==> src/rtl/fmac_pkg.sv <==
// Shared definitions for the fmac_ws array: PE mode encodings and sequencer states.
package fmac_pkg;

  localparam logic [2:0] MODE_FWD = 3'b001;
  localparam logic [2:0] MODE_BWD = 3'b010;
  localparam logic [2:0] MODE_ACC = 3'b100;

  typedef enum logic [2:0] {
    StIdle,
    StLoad,
    StStream,
    StDrain,
    StDone
  } seq_state_e;

  function automatic logic mode_legal(logic [2:0] mode);
    return mode inside {MODE_FWD, MODE_BWD, MODE_ACC};
  endfunction

endpackage

==> src/rtl/fmac_ws_seq_if.sv <==
// Command handshake between a host and the fmac_ws_seq sequencer.
interface fmac_ws_seq_if #(
  parameter int unsigned CNTW = 16
) ();

  logic            cmd_valid;
  logic            cmd_ready;
  logic [2:0]      cmd_mode;
  logic [CNTW-1:0] cmd_len;
  logic            cmd_preload;

  modport master (
    output cmd_valid, cmd_mode, cmd_len, cmd_preload,
    input  cmd_ready
  );

  modport slave (
    input  cmd_valid, cmd_mode, cmd_len, cmd_preload,
    output cmd_ready
  );

endinterface

==> src/rtl/fmac_valid_delay.sv <==
// Fixed-depth shift register delaying a strobe, with synchronous clear.
module fmac_valid_delay #(
  parameter int unsigned DEPTH = 7
) (
  input  logic i_clk,
  input  logic i_reset_n,
  input  logic i_clear,
  input  logic i_in,
  output logic o_out
);

  logic [DEPTH-1:0] sr_q;

  always_ff @(posedge i_clk or negedge i_reset_n) begin
    if (!i_reset_n) begin
      sr_q <= '0;
    end else if (i_clear) begin
      sr_q <= '0;
    end else begin
      sr_q <= (sr_q << 1) | DEPTH'(i_in);
    end
  end

  assign o_out = sr_q[DEPTH-1];

endmodule

==> src/rtl/fmac_ws_seq.sv <==
// Command sequencer for a weight-stationary fmac_ws systolic array: preload, stream, drain.
module fmac_ws_seq
  import fmac_pkg::*;
#(
  parameter int unsigned ROWS = 4,
  parameter int unsigned COLS = 4,
  parameter int unsigned CNTW = 16
) (
  input  logic         i_clk,
  input  logic         i_reset_n,
  fmac_ws_seq_if.slave cmd,
  input  logic         i_abort,
  output logic [2:0]   o_mode,
  output logic         o_pre_store,
  output logic         o_sel_diagonal,
  output logic         o_wfeed_en,
  output logic         o_feed_en,
  output logic         o_out_valid,
  output logic         o_busy,
  output logic         o_done,
  output logic         o_err
);

  localparam int unsigned D = ROWS + COLS - 1;
  localparam logic [CNTW-1:0] CntOne = CNTW'(1);

  seq_state_e      state_q, state_d;
  logic [CNTW-1:0] cnt_q, cnt_d;
  logic [CNTW-1:0] len_q, len_d;
  logic [2:0]      mode_q, mode_d;
  logic            err_d;
  logic            cmd_ready_q, busy_q, done_q, err_q;
  logic            pre_store_q, sel_diag_q, wfeed_q, feed_q;
  logic            abort_act;

  assign abort_act = i_abort && (state_q inside {StLoad, StStream, StDrain});

  always_comb begin
    state_d = state_q;
    cnt_d   = cnt_q;
    len_d   = len_q;
    mode_d  = mode_q;
    err_d   = 1'b0;
    unique case (state_q)
      StIdle: begin
        if (cmd.cmd_valid) begin
          if (!mode_legal(cmd.cmd_mode) || cmd.cmd_len == '0) begin
            state_d = StDone;
            err_d   = 1'b1;
          end else begin
            mode_d = cmd.cmd_mode;
            len_d  = cmd.cmd_len;
            if (cmd.cmd_preload) begin
              state_d = StLoad;
              cnt_d   = CNTW'(ROWS);
            end else begin
              state_d = StStream;
              cnt_d   = cmd.cmd_len;
            end
          end
        end
      end
      StLoad: begin
        if (abort_act) begin
          state_d = StIdle;
        end else if (cnt_q == CntOne) begin
          state_d = StStream;
          cnt_d   = len_q;
        end else begin
          cnt_d = cnt_q - CntOne;
        end
      end
      StStream: begin
        if (abort_act) begin
          state_d = StIdle;
        end else if (cnt_q == CntOne) begin
          state_d = StDrain;
          cnt_d   = CNTW'(D);
        end else begin
          cnt_d = cnt_q - CntOne;
        end
      end
      StDrain: begin
        if (abort_act) begin
          state_d = StIdle;
        end else if (cnt_q == CntOne) begin
          state_d = StDone;
        end else begin
          cnt_d = cnt_q - CntOne;
        end
      end
      StDone:  state_d = StIdle;
      default: state_d = StIdle;
    endcase
  end

  // Outputs are registered from the next state so they line up with the state they describe.
  always_ff @(posedge i_clk or negedge i_reset_n) begin
    if (!i_reset_n) begin
      state_q     <= StIdle;
      cnt_q       <= '0;
      len_q       <= '0;
      mode_q      <= MODE_FWD;
      cmd_ready_q <= 1'b1;
      busy_q      <= 1'b0;
      done_q      <= 1'b0;
      err_q       <= 1'b0;
      pre_store_q <= 1'b0;
      sel_diag_q  <= 1'b0;
      wfeed_q     <= 1'b0;
      feed_q      <= 1'b0;
    end else begin
      state_q     <= state_d;
      cnt_q       <= cnt_d;
      len_q       <= len_d;
      mode_q      <= mode_d;
      cmd_ready_q <= (state_d == StIdle);
      busy_q      <= (state_d != StIdle);
      done_q      <= (state_d == StDone);
      err_q       <= err_d;
      pre_store_q <= (state_d == StLoad) && (cnt_d == CntOne);
      wfeed_q     <= (state_d == StLoad);
      feed_q      <= (state_d == StStream);
      // First accumulate STREAM cycle starts from the local fp, later cycles chain diagonally.
      sel_diag_q  <= (mode_d == MODE_ACC) &&
                     (((state_d == StStream) && (state_q == StStream)) || (state_d == StDrain));
    end
  end

  fmac_valid_delay #(
    .DEPTH (D)
  ) u_valid_delay (
    .i_clk     (i_clk),
    .i_reset_n (i_reset_n),
    .i_clear   (abort_act),
    .i_in      (feed_q),
    .o_out     (o_out_valid)
  );

  assign cmd.cmd_ready  = cmd_ready_q;
  assign o_mode         = mode_q;
  assign o_pre_store    = pre_store_q;
  assign o_sel_diagonal = sel_diag_q;
  assign o_wfeed_en     = wfeed_q;
  assign o_feed_en      = feed_q;
  assign o_busy         = busy_q;
  assign o_done         = done_q;
  assign o_err          = err_q;

endmodule
==> src/flat_wrapper.sv <==
// flat-port wrapper written by rule: the top's interface ports become plain ports
module fmac_ws_seq_flat import fmac_pkg::*;
#(
  parameter int unsigned ROWS = 4,
  parameter int unsigned COLS = 4,
  parameter int unsigned CNTW = 16
)
  (i_clk, i_reset_n, i_abort, o_mode, o_pre_store, o_sel_diagonal, o_wfeed_en, o_feed_en, o_out_valid, o_busy, o_done, o_err, cmd_cmd_valid, cmd_cmd_mode, cmd_cmd_len, cmd_cmd_preload, cmd_cmd_ready);
  fmac_ws_seq_if #(.CNTW(CNTW)) cmd_i ();
  input  logic i_clk;
  input  logic i_reset_n;
  input  logic i_abort;
  output logic [2:0] o_mode;
  output logic o_pre_store;
  output logic o_sel_diagonal;
  output logic o_wfeed_en;
  output logic o_feed_en;
  output logic o_out_valid;
  output logic o_busy;
  output logic o_done;
  output logic o_err;
  input wire logic [$bits(cmd_i.cmd_valid)-1:0] cmd_cmd_valid;
  input wire logic [$bits(cmd_i.cmd_mode)-1:0] cmd_cmd_mode;
  input wire logic [$bits(cmd_i.cmd_len)-1:0] cmd_cmd_len;
  input wire logic [$bits(cmd_i.cmd_preload)-1:0] cmd_cmd_preload;
  output wire logic [$bits(cmd_i.cmd_ready)-1:0] cmd_cmd_ready;
  assign cmd_i.cmd_valid = cmd_cmd_valid;
  assign cmd_i.cmd_mode = cmd_cmd_mode;
  assign cmd_i.cmd_len = cmd_cmd_len;
  assign cmd_i.cmd_preload = cmd_cmd_preload;
  assign cmd_cmd_ready = cmd_i.cmd_ready;
  fmac_ws_seq #(.ROWS(ROWS), .COLS(COLS), .CNTW(CNTW)) u_core (.i_clk(i_clk), .i_reset_n(i_reset_n), .cmd(cmd_i), .i_abort(i_abort), .o_mode(o_mode), .o_pre_store(o_pre_store), .o_sel_diagonal(o_sel_diagonal), .o_wfeed_en(o_wfeed_en), .o_feed_en(o_feed_en), .o_out_valid(o_out_valid), .o_busy(o_busy), .o_done(o_done), .o_err(o_err));
endmodule
==> config.mk <==
export PLATFORM = sky130hd
export DESIGN_NAME = fmac_ws_seq_flat
export DESIGN_NICKNAME = d
export VERILOG_FILES = /design/src/rtl/fmac_pkg.sv /design/src/rtl/fmac_ws_seq_if.sv /design/src/rtl/fmac_valid_delay.sv /design/src/rtl/fmac_ws_seq.sv /design/src/flat_wrapper.sv
export SDC_FILE = /design/constraint.sdc
export NUM_CORES = 1
export LEC_CHECK = 0
export ABC_AREA = 1
export CAP_MARGIN = 40
export CORE_MARGIN = 4
export CORE_UTILIZATION = 58
export CTS_CLUSTER_DIAMETER = 80
export DETAILED_ROUTE_END_ITERATION = 8
export PLACE_DENSITY = 0.81
export SYNTH_ARGS = -nofsm -noshare
export SYNTH_HDL_FRONTEND = slang
export SYNTH_HIERARCHICAL = 1
export SYNTH_SLANG_ARGS = --single-unit
==> constraint.sdc <==
create_clock -name i_clk -period 2.4 [get_ports i_clk]
set_input_delay 0.48 -clock i_clk [delete_from_list [all_inputs] [get_ports i_clk]]
set_output_delay 0.48 -clock i_clk [all_outputs]
set_load 0.01 [all_outputs]
; After elaboration in Yosys (flattened, before gate mapping)
; Cells that the tools add are included.
[classes]
add_sub_neg = 1
eq_ne = 13
bitwise_logic = 2
mux = 27
reduce_logical = 14
[op_table]
columns = cell, n
row1 = 2-to-1 mux 16 bit, 9
row2 = case mux 16 bit (4 select lines), 1
row3 = 2-to-1 mux 3 bit, 11
row4 = == test 16 x 1 -> 1 bit (second input constant), 2
row5 = zero test 16 bit, 1
row6 = subtractor 16 x 1 -> 16 bit (second input constant), 1
row7 = == test 3 x 2 -> 1 bit (second input constant), 5
row8 = case mux 3 bit (4 select lines), 1
row9 = == test 3 x 1 -> 1 bit (second input constant), 3
row10 = == test 3 bit (second input constant), 3
row11 = nonzero test 3 bit, 3
row12 = 2-to-1 mux 7 bit, 1
row13 = bitwise OR 7 x 1 -> 7 bit, 1
row14 = zero test 3 bit, 2
row15 = logical AND 1 bit, 4
row16 = 2-to-1 mux 1 bit, 3
row17 = AND reduction 3 bit, 1
row18 = logical OR 1 bit, 2
row19 = 2-to-1 mux 2 bit, 1
row20 = zero test 1 bit, 1
row21 = NOT 1 bit, 1
[word_totals]
word_cells = 70
out_inout_bits = 12
input_bits = 24
ff_bits = 53

; Longest topological paths before layout
[depth]
word_depth = 11
ltp_mapped = 18
ltp_nobuf = 17

; Hierarchy
; The synthesis kept the hierarchy.
[by_module_without_submodules]
columns = module, area_each_um2, seq_area_each_um2, instances, cells_per_inst
row1 = fmac_ws_seq, 3330.7, 1153.6, 1, 497
row2 = fmac_valid_delay, 227.7, 175.2, 1, 21

; Worst setup path after synthesis
; Ideal clock, no wire load.
[synth_path]
path_type = flip-flop to flip-flop
startpoint = register u_core.cnt_q[1]
endpoint = register u_core.pre_store_q, in the netlist u_core/o_pre_store
path_buffers = 1
setup_time_ps = 71
path_stages_with_launch = 18
slack_ps = 265
period_less_slack_ps = 2135
required_ps = 2329
arrival_ps = 2064
path_cell_list = dfrtp_1 inv_1 ha_1 nand2_1 nor2_8 nand2_4 buf_6 ha_1 nor2_1 o21ai_0 nand2_1 o21ai_1 inv_1 nand2_1 nand3_1 nor2_1 nand2_1 nor2_1
[synth_between]
elab_chain_cells = 6
elab_cells_between_ends = 21
cone_classes = 1 x add/sub / 3 x eq/ne / 16 x mux / 1 x reduce/logical
[synth_rtl]
columns = item, line_no
row1 = "start, declared", fmac_ws_seq.sv:28  ; logic [CNTW-1:0] cnt_q, cnt_d;
row2 = "start signal, assigned", fmac_ws_seq.sv:114  ; cnt_q <= cnt_d;
row3 = subtractor 16 x 1 -> 16 bit / == test 16 x 1 -> 1 bit (equally long branches), --
row4 = 2-to-1 mux 16 bit (tied with other cells), fmac_ws_seq.sv:86  ; end else if (cnt_q == CntOne) begin
row5 = 2-to-1 mux 16 bit (tied with other cells), fmac_ws_seq.sv:84  ; if (abort_act) begin
row6 = case mux 16 bit (4 select lines) / case mux 3 bit (4 select lines) (equally long branches), fmac_ws_seq.sv:44  ; unique case (state_q)
row7 = == test 16 x 1 -> 1 bit / == test 3 x 1 -> 1 bit (equally long branches), fmac_ws_seq.sv:121  ; pre_store_q <= (state_d == StLoad) && (cnt_d == CntOne);
row8 = logical AND 1 bit (*), fmac_ws_seq.sv:121
row9 = "end signal, assigned", fmac_ws_seq.sv:121
row10 = "end, declared", fmac_ws_seq.sv:33  ; logic pre_store_q, sel_diag_q, wfeed_q, feed_q;
; Every way passes the cells marked *; elsewhere a longest branch is shown, timed or not.
; A chain may end at the register's enable or synchronous reset.

; Worst setup path after layout
[layout_path]
startpoint = input cmd_cmd_len[10]
endpoint = register u_core.pre_store_q, in the netlist u_core/o_pre_store
[layout_between]
elab_chain_cells = 7
elab_cells_between_ends = 12
cone_classes = 2 x eq/ne / 7 x mux / 3 x reduce/logical
[layout_rtl]
columns = item, line_no
row1 = "start, declared", flat_wrapper.sv:24  ; input wire logic [$bits(cmd_i.cmd_len)-1:0] cmd_cmd_len;
row2 = zero test 16 bit, fmac_ws_seq.sv:47  ; if (!mode_legal(cmd.cmd_mode) || cmd.cmd_len == '0) begin
row3 = logical OR 1 bit, fmac_ws_seq.sv:47
row4 = 2-to-1 mux 16 bit / 2-to-1 mux 3 bit (equally long branches), fmac_ws_seq.sv:47
row5 = 2-to-1 mux 16 bit / 2-to-1 mux 3 bit (equally long branches), fmac_ws_seq.sv:46  ; if (cmd.cmd_valid) begin
row6 = case mux 16 bit (4 select lines) / case mux 3 bit (4 select lines) (equally long branches), fmac_ws_seq.sv:44
row7 = == test 16 x 1 -> 1 bit / == test 3 x 1 -> 1 bit (equally long branches), fmac_ws_seq.sv:121
row8 = logical AND 1 bit (*), fmac_ws_seq.sv:121
; Marked as above.

==> results.tsv <==
metric	value	unit
die height	86.3	um
minimum clock period	2.28	ns
vias in the first global route	3331	
# H-tree levels	2	
post-route ant nets	0	
Setup WS post-layout	0.123	ns
synthesized area	3560	sq um
Routability Congestion	0.943	
Max Freq	0.439	GHz
Remaining Overflow, GRT	0	
final setup TNS	0	ns
core area	5920	sq um
Syn Nets	545	
CP Launch Type	input port	
number of setup violations in the final report	0	
drt total wl	9500	um
Post-synth EDFFs	0	
share of layout cells above drive strength 1	17.0	%
post-detail-place hpwl	7460	um
Mean Syn Cell Area	6.87	sq um
wire length per cell	14.5	um
number of port buffers	35	
sequential element share of the synthesized area	37.3	%
initial antenna violation count	0	
Lkg Pwr	2.24	nW
Post-Syn Instances	518	
pre-CTS setup slack	-0.242	ns
Filler Cell Count	488	
fin crit share	94.9	%
worst ir drop on vdd	0.469	mV
Crit path required time	2.64	ns
crit end category	flop	
TritonCTS clock tree	done	
final hold violations	0	
Yosys warning total	6	
Final Power	0.00339	W
Core Rows	28	
power per standard cell area	795	nW/um^2
root buffer cell	clkbuf_8	
critical path class	input port to flop	
1st-iter DRT viols	353	
Worst Path Arrival	2.52	ns
total track usage	27.2	%
Async S/R FF share, synth	100	%
commonest non-fill, non-tap cell in the layout	nand2_1	
post-synthesis cell type with the largest combined area	dfrtp_1	
multi-input logic area	1860	sq um
total CTS buffers	5	
Worst-Skew Late Latency	0.32	ns
DR vias	3527	
nets@finish	607	
Clock Sinks	53	
Post-DP Area	4160	sq um
# diodes	0	
Hold Path Class	input port to asynchronous set/reset pin	
Tightest Pin Transition	0.675	ns
Setup Skew	0.00624	ns
fin. max-slew vios	0	
share of the synthesized area in the top cell type	35.9	%
placed cell count	646	
top_reg_cell synth	dfrtp_1	
hold_buf cts	0	
most frequent cells in the layout	154 x nand2_1, 68 x inv_1, 55 x nand3_1, 54 x nor2_1, 49 x dfrtp_1	
largest net degree at the start of global routing	54	
clk slew on worst S/H paths	0.10	ns
DRC	0	
Max Cap Viol	0	
die area	7450	sq um
Initial Utilization	60.1	%
status	completed	
area delta synth->final	20.0	%
fin area	4270	sq um
Distinct cells, synth	37	
Rel. slew slack	55.0	%
TritonRoute pass-1 iters	5	
FF+latch count, synth	53	
vias per inst	5.38	
first-pass GRT wire length	16000	um
top cells by area, synth	dfrtp_1 36%, nand2_1 16%, nand3_1 7.7%	
Post-Layout Cell Count	656	
area occupied by registers	1330	sq um
clock tree buffer depth	2	
# IOs	36	
largest fanout on the critical path	8	
die span in x	86.3	um
path summary, 6_finish.rpt:
kind	start	endpoint	slack, ns	depth (start not counted)
max	cmd_cmd_len[10]	u_core/o_pre_store$_DFF_PN0_	0.12	14
min	i_reset_n	u_core/o_sel_diagonal$_DFF_PN0_	0.28	2
max reg2reg	u_core/cnt_q[0]$_DFF_PN0_	u_core/o_pre_store$_DFF_PN0_	0.15	15
min reg2reg	u_core/u_valid_delay/sr_q[0]$_DFF_PN0_	u_core/u_valid_delay/sr_q[1]$_DFF_PN0_	0.47	2
max in group asynchronous	i_reset_n	u_core/cnt_q[5]$_DFF_PN0_	1.63	2
min in group i_clk	u_core/u_valid_delay/sr_q[0]$_DFF_PN0_	u_core/u_valid_delay/sr_q[1]$_DFF_PN0_	0.47	2
worst max-delay path, stage by stage:
cell and delay, ns:
clkdlybuf4s50_1 0.50, nor2_1 0.06, nand2_1 0.07, nor2_2 0.05, nand2_2 0.09, buf_4 0.15, nand4_1 0.25, o21ai_1 0.21
nand2_1 0.12, nand2_1 0.09, nand3_1 0.10, nor2_1 0.15, nand2_1 0.07, nor2_1 0.12
Yosys cell counts (2+ instances only):
master and number:
o21ai_0 24, a21oi_1 13, dfstp_2 2, nor2_8 2, buf_6 2, nor2_2 7
buf_4 2, buf_2 4, nand3b_1 2, nor2_4 6, o21ai_1 6, nand3_4 2
nor3_2 2, nand2_2 3, o21ai_2 2, nand4_1 7, nand2_4 2, nand2_1 155
nor3_1 3, dfrtp_1 51, mux2_2 8, o211ai_1 2, nand3_1 55, nor2_1 57
clkbuf_1 6, inv_2 10, ha_1 3, xor2_1 3, inv_1 69
cell families (layout without fill, tap and decap cells):
logic type	after synthesis	count (layout)	share of synthesized area [%]
AND/OR/NAND/NOR	304	304	39.3
buffers and inverters	94	157	10.7
AO/OA/AOI/OAI	53	53	8.33
flip-flops	53	53	37.3
multiplexers	8	8	2.53
adder cells (fa/ha/maj)	3	3	1.05
XOR/XNOR	3	3	0.739
state kept, by name, summed over array words and instances (netlist names):
register	count
u_core/o_busy	1
u_core/len_q	16
u_core/o_err	1
u_core/state_q	3
u_core/o_wfeed_en	1
u_core/o_done	1
u_core/u_valid_delay/sr_q	7
u_core/cnt_q	16
u_core/o_sel_diagonal	1
u_core/o_pre_store	1
u_core/o_mode	3
u_core/o_feed_en	1
u_core/cmd.cmd_ready	1
metrics by stage:
step / hold slack [ns] / utilization (%)
2_1_floorplan: 0.184 / -
6_report: 0.278 / 72.1
4_1_cts: 0.311 / 71.7
3_3_place_gp: 0.436 / 70.2
3_5_place_dp: 0.450 / 70.2
5_1_grt: 0.337 / 72.1
final cells by class:
class	instances	share of cell area, %
clock buffer	5	1.61
clock inverter	3	0.410
inverter	80	7.03
multi-input combinational	371	43.5
sequential	53	31.2
tap	75	2.20
timing repair buffer	69	14.1
metal layers:
metal	vias to the layer above	GRT usage, %	wire (um)
li1	1740	-	-
met2	163	41.9	4260
met3	14	5.04	794
met4	0	8.78	133
met5	-	0	0
met1	1610	38.7	4310
power breakdown:
part / internal [W] / switching [W] / leakage [nW] / total (W)
registers: 0.00115 / 0.000272 / 0.658 / 0.00142
logic: 0.000580 / 0.000879 / 1.54 / 0.00146
clock network: 0.000202 / 0.000312 / 0.0439 / 0.000514
what timing repair did:
item,in CTS,in global routing
setup endpoints to repair,0,1
buffers inserted,0,2
gates resized for setup,0,8
Note: power is estimated with default switching activity, not from simulation.
==> RTL change, RTL diff (same settings) <==
`ROWS` is set to 4 in 2 places; all go to 6.
--- a/src/rtl/fmac_ws_seq.sv
+++ b/src/rtl/fmac_ws_seq.sv
@@ -2,7 +2,7 @@
 module fmac_ws_seq
   import fmac_pkg::*;
 #(
-  parameter int unsigned ROWS = 4,
+  parameter int unsigned ROWS = 6,
   parameter int unsigned COLS = 4,
   parameter int unsigned CNTW = 16
 ) (
--- a/src/flat_wrapper.sv
+++ b/src/flat_wrapper.sv
@@ -1,7 +1,7 @@
 // flat-port wrapper written by rule: the top's interface ports become plain ports
 module fmac_ws_seq_flat import fmac_pkg::*;
 #(
-  parameter int unsigned ROWS = 4,
+  parameter int unsigned ROWS = 6,
   parameter int unsigned COLS = 4,
   parameter int unsigned CNTW = 16
 )
Formal check against the unedited RTL: not equivalent (a bounded check fails within 10 cycles, from zero or initial values and one cycle with i_reset_n low).
==> RTL change against the unedited design <==
- final area grew 5.8%
- worst setup slack gained 0.031 ns
- first-iteration DRC count grew 13%
- routed wire length grew 15%
- hold slack lost 0.084 ns
- total power grew 9.9%
- die area grew 2.7%
- sequential cell count grew 2
- synthesized area grew 3.0%
==> RTL change: results (changes against the unedited design) <==
metric	value	unit	change
Final Max Slew Viols	0		unchanged
Fin. Hold Viols	0		unchanged
Die ar.	7650	um2	+2.7%
vias in the first global route	3739		+12%
Synth cell types	34		-8.1%
Clock Tree Buf Depth	2		unchanged
peak supply drop	0.000498	V	+6.1%
adder-cell share of the synthesized area	1.02	%	-0.031 points
layout cell share with drive strength beyond 1	17.2	%	+0.16 points
Worst-path clk slew	0.10	ns	about the same
CTS root buffer	clkbuf_8		
Net count, final	648		+6.8%
Synth area leaders	dfrtp_1 (36%), nand2_1 (18%), nor2_1 (7.3%)		
Hold Crit Class	input port to asynchronous set/reset pin		
Synth warnings	6		unchanged
Layout Cells excl Fill	697		+6.3%
diode count	0		unchanged
Mapped Cells	545		+5.2%
DP HPWL	8540	um	+14%
Port-buffer cells	35		unchanged
GPL Wtd Cong	0.972		+3.1%
Largest delay share family, worst path	simple AND/OR/NAND/NOR gates		
Compound-Gate Fraction of Synth Area	7.03	%	-1.3 points
Inserted Clock Buffers	5		unchanged
Placed Area	4380	um2	+5.4%
Seq/Total Area, Yosys	37.6	%	+0.28 points
CP Data Arrival Time	2.45	ns	-0.07 ns
final-layout fill cell count	514		+5.3%
Post-Syn Nets	572		+5.0%
slowest CP cell	dfrtp_1		
Lkg Pwr	2.36	nW	+5.3%
vias	3891		+10%
status	complete, no violations		
GR Util All Layers	30.9	%	+3.7 points
top flop regs	u_core/cnt_q x16, u_core/len_q x16, u_core/u_valid_delay/sr_q x9		
Hold WS	0.195	ns	-0.0837 ns
Avg WL per Cell	15.7	um	+8.2%
maximum net fanout on the critical path	5		-3
antenna violations before repair	0		unchanged
initial DRC count	399		+13%
drt pass-1 iters	8		+3
XOR/XNOR Fraction of Synth Area	0.239	%	-0.50 points
Post-synth top cells	nand2_1 (178), nor2_1 (71), inv_1 (64)		
headroom to the max-slew limit	55.6	%	+0.61 points
Primary FF master, synth	dfrtp_1		
Setup Fix Bufs, Post-CTS	0		unchanged
FFs w/ async S/R, synth	100	%	unchanged
post-synthesis mux area share	0	%	-2.5 points
first-pass GRT wire length	18300	um	+15%
pre-CTS setup slack	-0.0520	ns	+0.190 ns
largest net degree at the start of global routing	30		-44%
Placed Instances	689		+6.7%
Worst path max stage delay	0.37	ns	-0.13 ns
fin worst setup slack	0.154	ns	+0.0310 ns
clk_lat worst skew	0.31	ns	
Final Skew	0.00454	ns	-0.00170 ns
-- RTL change: cell count changes after synthesis, sizes merged, moves of 3 or more --
cell,change
mux2,-8
buf,+3
clkbuf,-3
nor2,+12
nand4,+7
o21ai,-5
inv,-8
nand2,+25
-- RTL change: area by class of cell --
class / instances / area, um2 / area share [%]
clock buffers: 5 / 68.8 / 1.52
clock inverters: 3 / 43.8 / 0.969
flip-flops and latches: 55 / 1380 / 30.5
inverters: 73 / 274 / 6.06
well taps: 75 / 93.8 / 2.08
repair buffers: 84 / 738 / 16.3
multi-input cells: 402 / 1920 / 42.5
-- RTL change: path summary, 6_finish.rpt --
path	cells after the start	start	end
max	16	u_core/cnt_q[1]$_DFF_PN0_	u_core/o_pre_store$_DFF_PN0_
min	1	i_reset_n	u_core/u_valid_delay/sr_q[2]$_DFF_PN0_
max reg2reg	16	u_core/cnt_q[1]$_DFF_PN0_	u_core/o_pre_store$_DFF_PN0_
min reg2reg	2	u_core/u_valid_delay/sr_q[0]$_DFF_PN0_	u_core/u_valid_delay/sr_q[1]$_DFF_PN0_
max in group asynchronous	2	i_reset_n	u_core/cnt_q[3]$_DFF_PN0_
min in group i_clk	2	u_core/u_valid_delay/sr_q[0]$_DFF_PN0_	u_core/u_valid_delay/sr_q[1]$_DFF_PN0_
-- RTL change: cells by family (layout without fill, tap and decap cells) --
| logic type | count (synthesis) | in the layout |
|---|---|---|
| AND/OR/NAND/NOR | 352 | 352 |
| buffers and inverters | 88 | 165 |
| flip-flops | 55 | 55 |
| AO/OA/AOI/OAI | 46 | 46 |
| adder cells (fa/ha/maj) | 3 | 3 |
| XOR/XNOR | 1 | 1 |
-- RTL change: stage by stage --
step / utilization [%] / power, W
floorplan: - / 0.00240
global placement: 72.7 / 0.00298
detailed placement: 72.7 / 0.00303
CTS: 74.6 / 0.00366
global route: 75.0 / 0.00401
finish: 75.0 / 0.00373
-- RTL change: metal layers --
| layer | vias to the layer above | wire (um) | part of all wire [%] | GRT usage [%] |
|---|---|---|---|---|
| li1 | 1862 | - | - | - |
| met5 | - | 0 | 0 | 0 |
| met3 | 35 | 1010 | 9.2 | 4.73 |
| met2 | 247 | 4990 | 46 | 49.2 |
| met4 | 0 | 280 | 2.6 | 9.34 |
| met1 | 1747 | 4640 | 43 | 43.3 |
-- RTL change: timing repair --
| item | in CTS | in global routing |
|---|---|---|
| hold endpoints to repair | 0 | 0 |
| setup endpoints to repair | 0 | 1 |
| resized for setup | 0 | 9 |
-- RTL change: power breakdown --
| group | switching, W | internal, W | total [W] |
|---|---|---|---|
| Clock | 0.000308 | 0.000311 | 0.000620 |
| Combinational | 0.00105 | 0.000635 | 0.00169 |
| Sequential | 0.000245 | 0.00118 | 0.00142 |
